## config.mk

```make
export PLATFORM = sky130hd
export DESIGN_NAME = issue_queue_flat
export DESIGN_NICKNAME = d
export VERILOG_FILES = /design/src/rtl/rv32i_types.sv /design/src/rtl/issue_queue_if.sv /design/src/rtl/issue_scoreboard.sv /design/src/rtl/issue_queue.sv /design/src/flat_wrapper.sv
export SDC_FILE = /design/constraint.sdc
export NUM_CORES = 1
export LEC_CHECK = 0
export BUFFER_PORTS_ARGS = -buffer_cell sky130_fd_sc_hd__buf_2
export CAP_MARGIN = 20
export CORE_MARGIN = 3
export CORE_UTILIZATION = 25
export CTS_CLUSTER_DIAMETER = 100
export DETAILED_ROUTE_END_ITERATION = 12
export GPL_ROUTABILITY_DRIVEN = 1
export GPL_TIMING_DRIVEN = 0
export HOLD_SLACK_MARGIN = 0.05
export PLACE_DENSITY_LB_ADDON = 0.2
export SYNTH_ARGS = -nofsm -noshare
export SYNTH_HDL_FRONTEND = slang
export SYNTH_SLANG_ARGS = --single-unit
```

## constraint.sdc

```tcl
create_clock -name clk -period 4.45 [get_ports clk]
set_input_delay 0 -clock clk [delete_from_list [all_inputs] [get_ports clk]]
set_output_delay 0 -clock clk [all_outputs]
set_load 0.01 [all_outputs]
```

## src/rtl/rv32i_types.sv

```systemverilog
// Shared RV32I front-end types: uop enums, the decoded control entry and the
// default issue-queue depth.
package rv32i_types;

  localparam int IQ_DEPTH = 8;

  typedef enum logic [3:0] {
    UOPC_ADD, UOPC_ADDI, UOPC_SUB, UOPC_AND, UOPC_OR, UOPC_XOR,
    UOPC_LUI, UOPC_LW, UOPC_SW, UOPC_BEQ, UOPC_JAL, UOPC_NOP
  } uopc_t;

  typedef enum logic [1:0] {EXUT_ALU, EXUT_LSU, EXUT_BRU, EXUT_NONE} exut_t;

  typedef enum logic [2:0] {IMMT_NONE, IMMT_I, IMMT_S, IMMT_B, IMMT_U, IMMT_J} immt_t;

  typedef struct packed {
    uopc_t       uopcode;
    exut_t       exu_type;
    logic        has_rd;
    logic        has_rs1;
    logic        has_rs2;
    logic [4:0]  rd;
    logic [4:0]  rs1;
    logic [4:0]  rs2;
    immt_t       imm_type;
    logic [19:0] packed_imm;
  } ctrl_entry_t;

endpackage

```

## src/rtl/issue_queue_if.sv

```systemverilog
// Decode/issue/writeback bundle around the issue queue; busy is a read-only
// view of the register scoreboard.
interface issue_queue_if import rv32i_types::*; #(parameter int DEPTH = IQ_DEPTH);

  localparam int CW = $clog2(DEPTH) + 1;

  // Handshakes: a transfer happens in a cycle where valid && ready at the
  // rising edge; valid never depends on ready, enq_ready depends only on count.
  logic          flush;
  logic          enq_valid;
  logic          enq_ready;
  ctrl_entry_t   enq_uop;
  logic          deq_valid;
  logic          deq_ready;
  ctrl_entry_t   deq_uop;
  logic          wb_valid;
  logic [4:0]    wb_rd;
  logic [CW-1:0] count;
  logic [31:0]   busy;

  modport master (
    output flush, enq_valid, enq_uop, deq_ready, wb_valid, wb_rd,
    input  enq_ready, deq_valid, deq_uop, count, busy
  );

  modport slave (
    input  flush, enq_valid, enq_uop, deq_ready, wb_valid, wb_rd,
    output enq_ready, deq_valid, deq_uop, count, busy
  );

endinterface

```

## src/rtl/issue_scoreboard.sv

```systemverilog
// Register busy vector: set on issue, cleared on writeback, head readiness test.
// Define ISSUE_WB_BYPASS_EN to let a same-cycle writeback unblock the head.
module issue_scoreboard import rv32i_types::*; (
  input  logic        clk,
  input  logic        rst,
  input  logic        flush_i,
  input  logic        issue_i,
  input  ctrl_entry_t head_i,
  input  logic        wb_valid_i,
  input  logic [4:0]  wb_rd_i,
  output logic        head_ready_o,
  output logic [31:0] busy_o
);

  logic [31:0] busy_q, busy_d;
  logic [31:0] bypass_mask;
  logic [31:0] eff_busy;

`ifdef ISSUE_WB_BYPASS_EN
  assign bypass_mask = wb_valid_i ? (32'd1 << wb_rd_i) : 32'd0;
`else
  assign bypass_mask = 32'd0;
`endif

  assign eff_busy = busy_q & ~bypass_mask;

  // WAW is checked too: a busy destination blocks issue.
  assign head_ready_o = (!head_i.has_rs1 || !eff_busy[head_i.rs1]) &&
                        (!head_i.has_rs2 || !eff_busy[head_i.rs2]) &&
                        (!head_i.has_rd  || !eff_busy[head_i.rd]);

  // Clear before set so a same-register issue/writeback leaves the bit set.
  always_comb begin
    busy_d = busy_q;
    if (flush_i) begin
      busy_d = '0;
    end else begin
      if (wb_valid_i) busy_d[wb_rd_i] = 1'b0;
      if (issue_i && head_i.has_rd && (head_i.rd != 5'd0)) busy_d[head_i.rd] = 1'b1;
    end
    busy_d[0] = 1'b0;
  end

  always_ff @(posedge clk) begin
    if (rst) busy_q <= '0;
    else     busy_q <= busy_d;
  end

  assign busy_o = busy_q;

endmodule

```

## src/rtl/issue_queue.sv

```systemverilog
// In-order issue queue: circular FIFO of decoded uops, head-only issue gated
// by issue_scoreboard. Optional ISSUE_WB_BYPASS_EN is handled in the scoreboard.
module issue_queue import rv32i_types::*; #(parameter int DEPTH = IQ_DEPTH) (
  input logic          clk,
  input logic          rst,
  issue_queue_if.slave io
);

  localparam int PW = $clog2(DEPTH);
  localparam int CW = PW + 1;

  ctrl_entry_t   mem_q [DEPTH];
  logic [PW-1:0] wr_ptr_q, wr_ptr_d;
  logic [PW-1:0] rd_ptr_q, rd_ptr_d;
  logic [CW-1:0] count_q, count_d;
  logic          full, empty;
  logic          enq_fire, deq_fire;
  logic          head_ready;

  assign full     = (count_q == CW'(DEPTH));
  assign empty    = (count_q == '0);
  assign enq_fire = io.enq_valid && !full;
  assign deq_fire = io.deq_valid && io.deq_ready;

  assign io.enq_ready = !full;
  assign io.deq_valid = !empty && head_ready;
  assign io.deq_uop   = mem_q[rd_ptr_q];
  assign io.count     = count_q;

  // Pointers wrap naturally since DEPTH is a power of two.
  always_comb begin
    wr_ptr_d = wr_ptr_q;
    rd_ptr_d = rd_ptr_q;
    count_d  = count_q;
    if (io.flush) begin
      wr_ptr_d = '0;
      rd_ptr_d = '0;
      count_d  = '0;
    end else begin
      if (enq_fire) wr_ptr_d = wr_ptr_q + PW'(1);
      if (deq_fire) rd_ptr_d = rd_ptr_q + PW'(1);
      count_d = count_q + CW'(enq_fire) - CW'(deq_fire);
    end
  end

  always_ff @(posedge clk) begin
    if (rst) begin
      wr_ptr_q <= '0;
      rd_ptr_q <= '0;
      count_q  <= '0;
    end else begin
      wr_ptr_q <= wr_ptr_d;
      rd_ptr_q <= rd_ptr_d;
      count_q  <= count_d;
    end
  end

  // Storage needs no reset; occupancy is tracked by count_q.
  always_ff @(posedge clk) begin
    if (enq_fire) mem_q[wr_ptr_q] <= io.enq_uop;
  end

  issue_scoreboard u_scoreboard (
    .clk          (clk),
    .rst          (rst),
    .flush_i      (io.flush),
    .issue_i      (deq_fire),
    .head_i       (io.deq_uop),
    .wb_valid_i   (io.wb_valid),
    .wb_rd_i      (io.wb_rd),
    .head_ready_o (head_ready),
    .busy_o       (io.busy)
  );

endmodule

```

## src/flat_wrapper.sv

```systemverilog
// flat-port wrapper written by rule: the top's interface ports become plain ports
module issue_queue_flat import rv32i_types::*;
#(parameter int DEPTH = IQ_DEPTH)
  (clk, rst, io_flush, io_enq_valid, io_enq_uop, io_deq_ready, io_wb_valid, io_wb_rd, io_enq_ready, io_deq_valid, io_deq_uop, io_count, io_busy);
  issue_queue_if #(.DEPTH(DEPTH)) io_i ();
  input logic clk;
  input logic rst;
  input wire logic [$bits(io_i.flush)-1:0] io_flush;
  input wire logic [$bits(io_i.enq_valid)-1:0] io_enq_valid;
  input wire logic [$bits(io_i.enq_uop)-1:0] io_enq_uop;
  input wire logic [$bits(io_i.deq_ready)-1:0] io_deq_ready;
  input wire logic [$bits(io_i.wb_valid)-1:0] io_wb_valid;
  input wire logic [$bits(io_i.wb_rd)-1:0] io_wb_rd;
  output wire logic [$bits(io_i.enq_ready)-1:0] io_enq_ready;
  output wire logic [$bits(io_i.deq_valid)-1:0] io_deq_valid;
  output wire logic [$bits(io_i.deq_uop)-1:0] io_deq_uop;
  output wire logic [$bits(io_i.count)-1:0] io_count;
  output wire logic [$bits(io_i.busy)-1:0] io_busy;
  assign io_i.flush = io_flush;
  assign io_i.enq_valid = io_enq_valid;
  assign io_i.enq_uop = io_enq_uop;
  assign io_i.deq_ready = io_deq_ready;
  assign io_i.wb_valid = io_wb_valid;
  assign io_i.wb_rd = io_wb_rd;
  assign io_enq_ready = io_i.enq_ready;
  assign io_deq_valid = io_i.deq_valid;
  assign io_deq_uop = io_i.deq_uop;
  assign io_count = io_i.count;
  assign io_busy = io_i.busy;
  issue_queue #(.DEPTH(DEPTH)) u_core (.clk(clk), .rst(rst), .io(io_i));
endmodule
```

# Word level (Yosys, flattened, before mapping)
# Memory sizes are Yosys's and may differ from the RTL's. A register that Yosys moved wholly into a read port is not among the register bits.
# Cells that the tools add are included.
# W data, S select, Z words.
dict set report classes {
  shift 0
  eq_ne 1
  n_mux 17
  div_mod_pow 0
  magnitude_cmp 6
  n_addsub 4
  n_reduce_logical 23
  bitwise 3
  n_mul 0
}
# operator n
set op_table {}
lappend op_table {{$mux W32} 3}
lappend op_table {{$and A32 B32 Y32} 1}
lappend op_table {{$not A32 Y32} 1}
lappend op_table {{$or A32 B32 Y32} 1}
lappend op_table {{$lt A5 B6 Y1 const B} 4}
lappend op_table {{$bmux W1 S5} 3}
lappend op_table {{$demux W1 S5} 2}
lappend op_table {{$ge A5 B1 Y1 const B} 2}
lappend op_table {{$logic_and A1 B1 Y1} 9}
lappend op_table {{$logic_not A1 Y1} 8}
lappend op_table {{$mux W1} 7}
lappend op_table {{$add A3 B1 Y3 const B} 2}
lappend op_table {{$mux W3} 2}
lappend op_table {{$reduce_bool A5 Y1} 1}
lappend op_table {{$add A4 B1 Y4} 1}
lappend op_table {{$eq A4 B4 Y1 const B} 1}
lappend op_table {{$logic_not A4 Y1} 1}
lappend op_table {{$sub A4 B1 Y4} 1}
lappend op_table {{$logic_or A1 B1 Y1} 3}
lappend op_table {{$reduce_or A2 Y1} 1}
dict set report word_totals {
  ramBits 376
  reg_bits 42
  word_cells 60
  n_memories 1
  latchBits 0
  mem_bits_ro 0
}
# memory depth width read_ports rd_ports_with_merged_regs wr line
set memory_table {}
lappend memory_table {u_core.mem_q 8 47 1 1 1 issue_queue.sv:12} ;# ctrl_entry_t mem_q [DEPTH];

# Logic depth before layout (Yosys ltp)
# Gate-level depths: netlist of run 1.
dict set report depth {
  ltp_word 11
  depth_mapped 21
  mapped_depth_nobuf 17
}

# Modules after synthesis
# Synthesis of run 1 repeated with hierarchy kept, for this count alone.
dict set report hier_totals {
  cells_unflattened 873
  hier_area_um2 16997.6
}
# mod area_per_inst_um2 n_inst cells_per_inst seq_area_each_um2
set modules_own_cells {}
lappend modules_own_cells {issue_queue 14810.5 1 624 11551.1}
lappend modules_own_cells {issue_scoreboard 2187.1 1 249 620.6}

# Worst setup path before layout of run 1
# OpenSTA, ideal clock, no wires.
dict set report synth_path {
  path_kind {reg2reg}
  startpoint {register u_core.count_q[2] (netlist: u_core.io.count[2])}
  endpoint {memory u_core.mem_q[0][0] in the netlist's numbering (enable)}
  path_stages_with_launch 8
  t_arrival_ps 4428
  setup_ps 510
  setup_slack_ps -487
  n_path_buf 1
  path_cell_list {dfxtp_1 > inv_1 > ha_1 > nand2_1 > and2_1 > clkbuf_1 > nand2b_1 > nor3_1}
}
dict set report synth_between {
  elab_chain_len 5
}
# element line
set synth_lines {}
lappend synth_lines {{from (decl)} issue_queue.sv:15} ;# logic [CW-1:0] count_q, count_d;
lappend synth_lines {{from (signal assigned)} issue_queue.sv:54} ;# count_q <= count_d;
lappend synth_lines {{$eq A4 B4 Y1} issue_queue.sv:20} ;# assign full = (count_q == CW'(DEPTH));
lappend synth_lines {{$logic_not A1 Y1} --}
lappend synth_lines {{net io_enq_ready} flat_wrapper.sv:14} ;# output wire logic [$bits(io_i.enq_ready)-1:0] io_enq_ready;
lappend synth_lines {{$logic_and A1 B1 Y1} issue_queue.sv:22} ;# assign enq_fire = io.enq_valid && !full;
lappend synth_lines {{net u_core.enq_fire} issue_queue.sv:17} ;# logic enq_fire, deq_fire;
lappend synth_lines {{$mux W1} issue_queue.sv:60} ;# if (enq_fire) mem_q[wr_ptr_q] <= io.enq_uop;
lappend synth_lines {{$mux W1 (not written as such)} issue_queue.sv:60}
lappend synth_lines {{to (decl)} issue_queue.sv:12}
# The timed path passes the listed nets, and every way through them passes these cells.

==> results.py, run 1 <==
metrics = {
    "clocking": {
        "cts_buffers": 47,
        "clock_path_buffers": 3,
        "clkSinkCount": 420,
        "clkLatencyLatePin_ps": 600,
        "root_buffer": "sky130_fd_sc_hd__clkbuf_16",
        "path_clk_slew_ps": 60,
        "cts_tree": "built",
        "h-tree-depth": 2,
    },
    "critical_path": {
        "crit_path_max_fanout": 10,
        "worst_path_max_delay_cell": "sky130_fd_sc_hd__nor4b_4",
        "cp-start-kind": "flop",
        "critical_path_required_ps": 4910,
        "critical_path_s_most_frequent_cell": "sky130_fd_sc_hd__inv_1",
        "cpPeakStageDelay_ps": 400,
        "critical_path_s_top_delay_family": "simple AND/OR/NAND/NOR gates",
        "critical_path.cell_chain": "buf_6 > buf_12 > buf_12 > and2b_2 > a22oi_2 > nand2_2 > inv_2 > mux4_2 > a22oi_2 > a311oi_4 > nor4b_4 > nand2_4 > inv_1 > ha_2 > inv_1 > ha_1 > inv_1 > fa_1 > xor2_1 > nor2_1",
        "timing.setup.critical_path_class": "flop to flop",
        "arrival_ps": 4640,
        "crit_path_end_kind": "flop",
        "path_buf_inv": 7,
    },
    "placed_design": {
        "dpl.cell_count": 2132,
        "place.detailed.hpwl_mm": 35.4,
        "place_ws_ps": -986,
        "gp_congestion": 0.861,
        "port_buffers": 141,
    },
    "detailed_routing": {
        "drt_iter0_markers": 784,
        "ant_nets": 0,
        "via_count": 10700,
        "avg_wl_per_cell_um": 22.5,
        "dr.max_layer_used": "met5",
        "dr_drc_count": 0,
        "avgViaCountPerCell": 4.67,
        "routed-wl-met2_mm": 24.7,
        "wl_met1_mm": 23.0,
        "routed-wl-met3_mm": 2.86,
        "firstDrtPassIters": 4,
        "drt_wl_total_mm": 51.7,
    },
    "synthesis": {
        "post-synth-top-area-fraction_pct": 62.8,
        "synth_edf_count": 376,
        "synth_compound_gate_area_share_pct": 6.33,
        "synth.ff_latch_count": 420,
        "most_common_library_cells_after_synthesis": "sky130_fd_sc_hd__edfxtp_1 (376), sky130_fd_sc_hd__mux4_2 (88), sky130_fd_sc_hd__mux2i_1 (57), sky130_fd_sc_hd__dfxtp_1 (44), sky130_fd_sc_hd__mux2_2 (36)",
        "post_synth_mux_area_share_pct": 17.7,
        "yosys.area_share.xor_xnor_pct": 0.146,
        "synth.top_cells.by_area": "sky130_fd_sc_hd__edfxtp_1 (63%), sky130_fd_sc_hd__mux4_2 (11%), sky130_fd_sc_hd__dfxtp_1 (4.9%), sky130_fd_sc_hd__mux2i_1 (3.2%), sky130_fd_sc_hd__mux2_2 (2.3%)",
        "yosys.cell_count.top_type": "sky130_fd_sc_hd__edfxtp_1",
        "synth_area_in_simple_gates_pct": 5.14,
        "synthCells": 1028,
        "seq_area_frac_synth_pct": 67.7,
        "yosysWarnings": 0,
        "synth_area_um2": 18000,
        "synthDistinctLibCells": 82,
        "asyncSetResetFlopFracSynth_pct": 0,
        "syn-num-nets": 1095,
        "largest_family_of_logic_cells_by_synthesized_area": "multiplexers",
        "ys_dominant_reg_cell": "sky130_fd_sc_hd__edfxtp_1",
        "yosys.area_share.adder_pct": 0.668,
        "syn_area_per_cell_um2": 17.5,
        "library_cell_occupying_the_most_area_in_the_post_synthesis_netlist": "sky130_fd_sc_hd__edfxtp_1",
    },
    "die": {
        "dieHeight_um": 274,
        "initial_utilization_pct": 25.4,
        "num_rows": 97,
        "io_pins": 143,
        "die_w_um": 274,
        "design.die.area_um2": 75200,
        "placeableCoreArea_um2": 70600,
    },
    "pwr": {
        "power.share.combinational_pct": 18.8,
        "power.static_leakage_uw": 0.00754,
        "power.share.switching_pct": 26.6,
        "vdd.ir_drop.worst_mv": 0.277,
        "sequentialPowerShare_pct": 44.2,
        "power_frac_clock_pct": 37.0,
        "power.density_nw_per_um2": 442,
        "p_switching_uw": 2700,
        "internal-power_uw": 7460,
    },
    "sta": {
        "timing.final.crit_period_ps": 4180,
        "clock.fmax_ghz": 0.239,
        "report.final.hold_viol_count": 0,
        "setup_viol": 0,
        "timing.final.max_slew_violations": 0,
        "final.setup.worst_slack_ps": 274,
        "min_period_over_period_pct": 93.8,
        "relSlewSlack_pct": 34.2,
        "unrepaired_setup_endpoints_after_global_routing": "no",
        "max_slew.worst_pin.slew_ps": 987,
        "fin_worst_skew_ps": 22.5,
    },
    "layout": {
        "layout-drive-gt1-share_pct": 34.0,
        "finalNetCount": 1387,
        "layout-area-overhead-vs-synth_pct": 27.9,
        "instances_no_fill": 2299,
    },
    "global_route": {
        "grt_max_degree": 22,
        "wire_length_of_the_first_global_routing_pass_mm": 75.5,
        "groute.usage.overall_pct": 13.7,
        "number_of_antenna_violations_at_the_first_check_in_global_routing": 3,
        "vias_in_the_first_global_route": 11300,
        "grt_overflow": 0,
    },
    "outcome": {
        "outcome": "finished clean",
    },
    "hold_path": {
        "worstHoldPathType": "primary input to flop",
    },
    "flow_run": {
        "maxCapViolations": 0,
    },
}
[state kept, by name (all words and copies together) (netlist names), named ones only]
signal                      flops
u_core.wr_ptr_q                 3
u_core.mem_q                  376
u_core.u_scoreboard.busy_o     31
u_core.io.count                 4
u_core.rd_ptr_q                 3
[placed cells by master, fill, tap and decap left out, types with 11 or more instances in the layout]
master / netlist / routed
sky130_fd_sc_hd__nor2_1: 34 / 28
sky130_fd_sc_hd__buf_12: 1 / 14
sky130_fd_sc_hd__o211ai_1: 32 / 32
sky130_fd_sc_hd__buf_4: 3 / 19
sky130_fd_sc_hd__nand3_1: 22 / 22
sky130_fd_sc_hd__o21ai_0: 14 / 14
sky130_fd_sc_hd__a21oi_1: 18 / 18
sky130_fd_sc_hd__clkbuf_16: 0 / 48
sky130_fd_sc_hd__dlygate4sd3_1: 0 / 60
sky130_fd_sc_hd__mux2i_1: 57 / 51
sky130_fd_sc_hd__inv_1: 27 / 26
sky130_fd_sc_hd__nand2b_1: 18 / 18
sky130_fd_sc_hd__mux4_2: 88 / 90
sky130_fd_sc_hd__edfxtp_1: 376 / 376
sky130_fd_sc_hd__dfxtp_1: 44 / 44
sky130_fd_sc_hd__buf_6: 7 / 15
sky130_fd_sc_hd__o31ai_1: 25 / 24
sky130_fd_sc_hd__clkbuf_1: 12 / 22
sky130_fd_sc_hd__nand2_1: 30 / 30
sky130_fd_sc_hd__buf_2: 15 / 146
sky130_fd_sc_hd__clkinv_1: 0 / 11
sky130_fd_sc_hd__mux2_2: 36 / 36
[final cells by class]
cell class / instances / area (um^2)
Clock inverter: 25 / 236
Inverter: 29 / 111
Sequential cell: 420 / 12200
Multi-Input combinational cell: 528 / 5640
Clock buffer: 61 / 1260
Timing Repair Buffer: 244 / 2010
Tap cell: 940 / 1180
Fill cell: 6920 / 47600
Buffer: 50 / 373
Antenna cell: 2 / 5.00
[power groups by stage]
stage / combinational [uW] / sequential (uW) / clock [uW]
final: 1910 / 4490 / 3760
after CTS: 1850 / 4490 / 3900
after detailed placement: 1730 / 4580 / 0
after floorplan: 1020 / 4580 / 0
after global routing: 2060 / 4500 / 4050
after global placement: 1610 / 4590 / 0
[logic make-up (layout without fill, tap and decap cells)]
family,after synthesis,in the layout
flops,420,420
mux,191,191
simple gates,169,169
compound gates,155,155
buf+inv,80,409
fa+ha+maj,9,9
xor+xnor,3,3
other cells,1,3
[repair_timing]
action / in CTS / in global routing
resized for setup: 35 / 30
endpoints found under the hold margin: 414 / 0
pin swaps: 2 / 8
hold buffers: 60 / 0
endpoints found under the setup margin: 32 / 4
buffers inserted: 4 / 13
[through the flow]
step	power (uW)	hold slack (ps)	setup TNS, ps	instance area [um^2]	utilization, %
2_1_floorplan	5600	98.9	0	18000	-
3_3_place_gp	6210	271	-748250	19900	28.1
3_5_place_dp	6310	280	-3960	20400	28.9
4_1_cts	10200	50.9	0	22700	32.1
5_1_grt	10600	106	0	23000	32.5
6_report	10200	102	0	23000	32.5
[worst min-delay path, cell delays in order]
cell and delay (ps):
sky130_fd_sc_hd__buf_2 100, sky130_fd_sc_hd__nand3b_1 350, sky130_fd_sc_hd__o211ai_1 130, sky130_fd_sc_hd__o31ai_1 70
[worst paths after layout]
check	slack [ps]	to	from	cells after the start
worst min register to register	510	flop	u_core.rd_ptr_q[1]$_SDFFE_PP0N_	2
worst min-delay path	100	u_core.u_scoreboard.busy_o[21]$_SDFF_PP0_	io_wb_rd[1]	4
worst max-delay path	270	u_core.io.count[2]$_SDFF_PP0_	flop	20
worst max register to register	270	u_core.io.count[2]$_SDFF_PP0_	flop	20
[routing by layer]
metal	track usage (%)	vias up
met5	0	-
met4	3.70	2
met3	2.67	76
met2	22.8	349
met1	18.1	5500
li1	-	4802
Power figures use the tool's default switching activity.
==> run 2: changes to the inputs <==
MAX_ROUTING_LAYER = met4   (was unset)
==> results.py, run 2 (synthesized netlist as in run 1, its figures left out) <==
metrics = {
    "outcome": {
        "outcome": "finished clean",
    },
    "layout": {
        "layout-area-overhead-vs-synth_pct": 27.9,
        "final_cell_mix": "sky130_fd_sc_hd__edfxtp_1 (376), sky130_fd_sc_hd__buf_2 (146), sky130_fd_sc_hd__mux4_2 (90), sky130_fd_sc_hd__dlygate4sd3_1 (60), sky130_fd_sc_hd__mux2i_1 (51)",
        "regMostFlops": "u_core.mem_q",
        "utilization_pct": 32.5,
        "finalNetCount": 1387,
        "area.sequential_um2": 12200,
        "nFillCells": 6919,
        "instances_no_fill": 2301,
        "multi_input_area_um2": 5640,
        "largest_register_ff_count": 376,
        "layout.cells.most_common": "sky130_fd_sc_hd__edfxtp_1",
        "layout-drive-gt1-share_pct": 34.0,
    },
    "sta": {
        "fin_worst_skew_ps": 25.5,
        "timing.final.crit_period_ps": 4260,
        "setup_viol": 0,
        "timing.final.max_slew_violations": 0,
        "unrepaired_setup_endpoints_after_global_routing": "no",
        "min_period_over_period_pct": 95.8,
        "relSlewSlack_pct": 34.3,
        "fin_setup_tns_ps": 0,
        "max_slew.worst_pin.slew_ps": 985,
        "clock.fmax_ghz": 0.235,
        "report.final.hold_viol_count": 0,
    },
    "clocking": {
        "clkSinkCount": 420,
        "root_buffer": "sky130_fd_sc_hd__clkbuf_16",
        "clkLatencyLatePin_ps": 600,
        "h-tree-depth": 2,
        "cts_tree": "built",
        "path_clk_slew_ps": 60,
        "cts_buffers": 47,
        "clock_path_buffers": 3,
    },
    "detailed_routing": {
        "dr_drc_count": 0,
        "wl_met1_mm": 22.7,
        "avgViaCountPerCell": 4.69,
        "avg_wl_per_cell_um": 22.4,
        "routed-wl-met2_mm": 24.5,
        "drt_wl_total_mm": 51.6,
        "routed-wl-met3_mm": 3.13,
        "dr.max_layer_used": "met4",
        "via_count": 10800,
        "drt_iter0_markers": 799,
        "firstDrtPassIters": 5,
        "ant_nets": 0,
    },
    "global_route": {
        "groute.usage.overall_pct": 14.1,
        "wire_length_of_the_first_global_routing_pass_mm": 75.6,
        "grt_overflow": 0,
        "grt_max_degree": 22,
        "vias_in_the_first_global_route": 11300,
        "number_of_antenna_violations_at_the_first_check_in_global_routing": 4,
    },
    "critical_path": {
        "arrival_ps": 4260,
        "critical_path_required_ps": 4450,
        "crit_path_end_kind": "primary output",
        "number_of_cells_on_the_worst_reg_to_reg_path": 19,
        "timing.setup.critical_path_class": "flop to primary output",
        "crit_path_max_fanout": 10,
        "cp-start-kind": "flop",
    },
    "die": {
        "placeableCoreArea_um2": 70600,
        "design.die.area_um2": 75200,
        "initial_utilization_pct": 25.4,
        "die_w_um": 274,
        "dieHeight_um": 274,
        "io_pins": 143,
        "num_rows": 97,
    },
    "placed_design": {
        "port_buffers": 141,
        "dpl.cell_count": 2132,
        "place.detailed.hpwl_mm": 35.4,
        "gp_congestion": 0.875,
    },
    "pwr": {
        "power.density_nw_per_um2": 442,
        "post_layout_power_uw": 10200,
        "vdd.ir_drop.worst_mv": 0.276,
        "power.static_leakage_uw": 0.00754,
    },
    "hold_path": {
        "hold_depth": 4,
        "worstHoldPathType": "primary input to flop",
    },
    "flow_run": {
        "maxCapViolations": 0,
    },
}
## run 2: metal layers
layer / vias up / track usage (%)
met1: 5503 / 18.2
met4: 0 / 3.70
met2: 386 / 22.8
li1: 4812 / -
met3: 87 / 2.63
met5: - / -
## run 2: critical path, stage by stage, from the launching register on
cell,delay [ps]
sky130_fd_sc_hd__dfxtp_1,310
sky130_fd_sc_hd__buf_6,130
sky130_fd_sc_hd__buf_12,150
sky130_fd_sc_hd__buf_12,150
sky130_fd_sc_hd__and2b_2,240
sky130_fd_sc_hd__a21boi_0,160
sky130_fd_sc_hd__nor4_1,360
sky130_fd_sc_hd__o2111ai_2,270
sky130_fd_sc_hd__buf_4,210
sky130_fd_sc_hd__o22ai_1,160
sky130_fd_sc_hd__o21ai_2,110
sky130_fd_sc_hd__a2111o_1,480
sky130_fd_sc_hd__nor4_1,670
sky130_fd_sc_hd__buf_2,260
## run 2: final timing paths
kind | start | end | slack, ps
setup reg to reg | flop | u_core.io.count[2]$_SDFF_PP0_ | 240
setup / recovery | flop | io_deq_valid | 190
hold reg to reg | u_core.rd_ptr_q[1]$_SDFFE_PP0N_ | flop | 510
hold / removal | io_wb_rd[1] | u_core.u_scoreboard.busy_o[19]$_SDFF_PP0_ | 120
## run 2: cell type report
class,count,share of cell area (%)
Clock inverter,25,1.03
Sequential cell,420,52.9
Tap cell,940,5.12
Multi-Input combinational cell,528,24.5
Antenna cell,4,0.0435
Clock buffer,61,5.50
Inverter,29,0.484
Timing Repair Buffer,244,8.72
Buffer,50,1.62
## run 2: power by group
part	internal (uW)	switching, uW	total (uW)
Clock	2140	1610	3760
Combinational	871	1040	1910
Sequential	4440	47.2	4490
Total	7460	2700	10200
## run 2: per-stage QoR
step | cell area (um^2) | hold slack (ps) | worst slack (ps)
finish | 23000 | 120 | 189
global route | 23000 | 107 | 76.9
CTS | 22700 | 50.9 | 0.373
detailed placement | 20400 | 280 | -986
global placement | 19900 | 271 | -2180
floorplan | 18000 | 98.9 | 299
## run 2: repair_timing
item	4_1_cts	5_1_grt
gates resized for setup	35	30
hold buffers	60	0
setup endpoints to repair	32	8
setup buffers	4	13
endpoints found under the hold margin	414	0
pin swaps	2	8
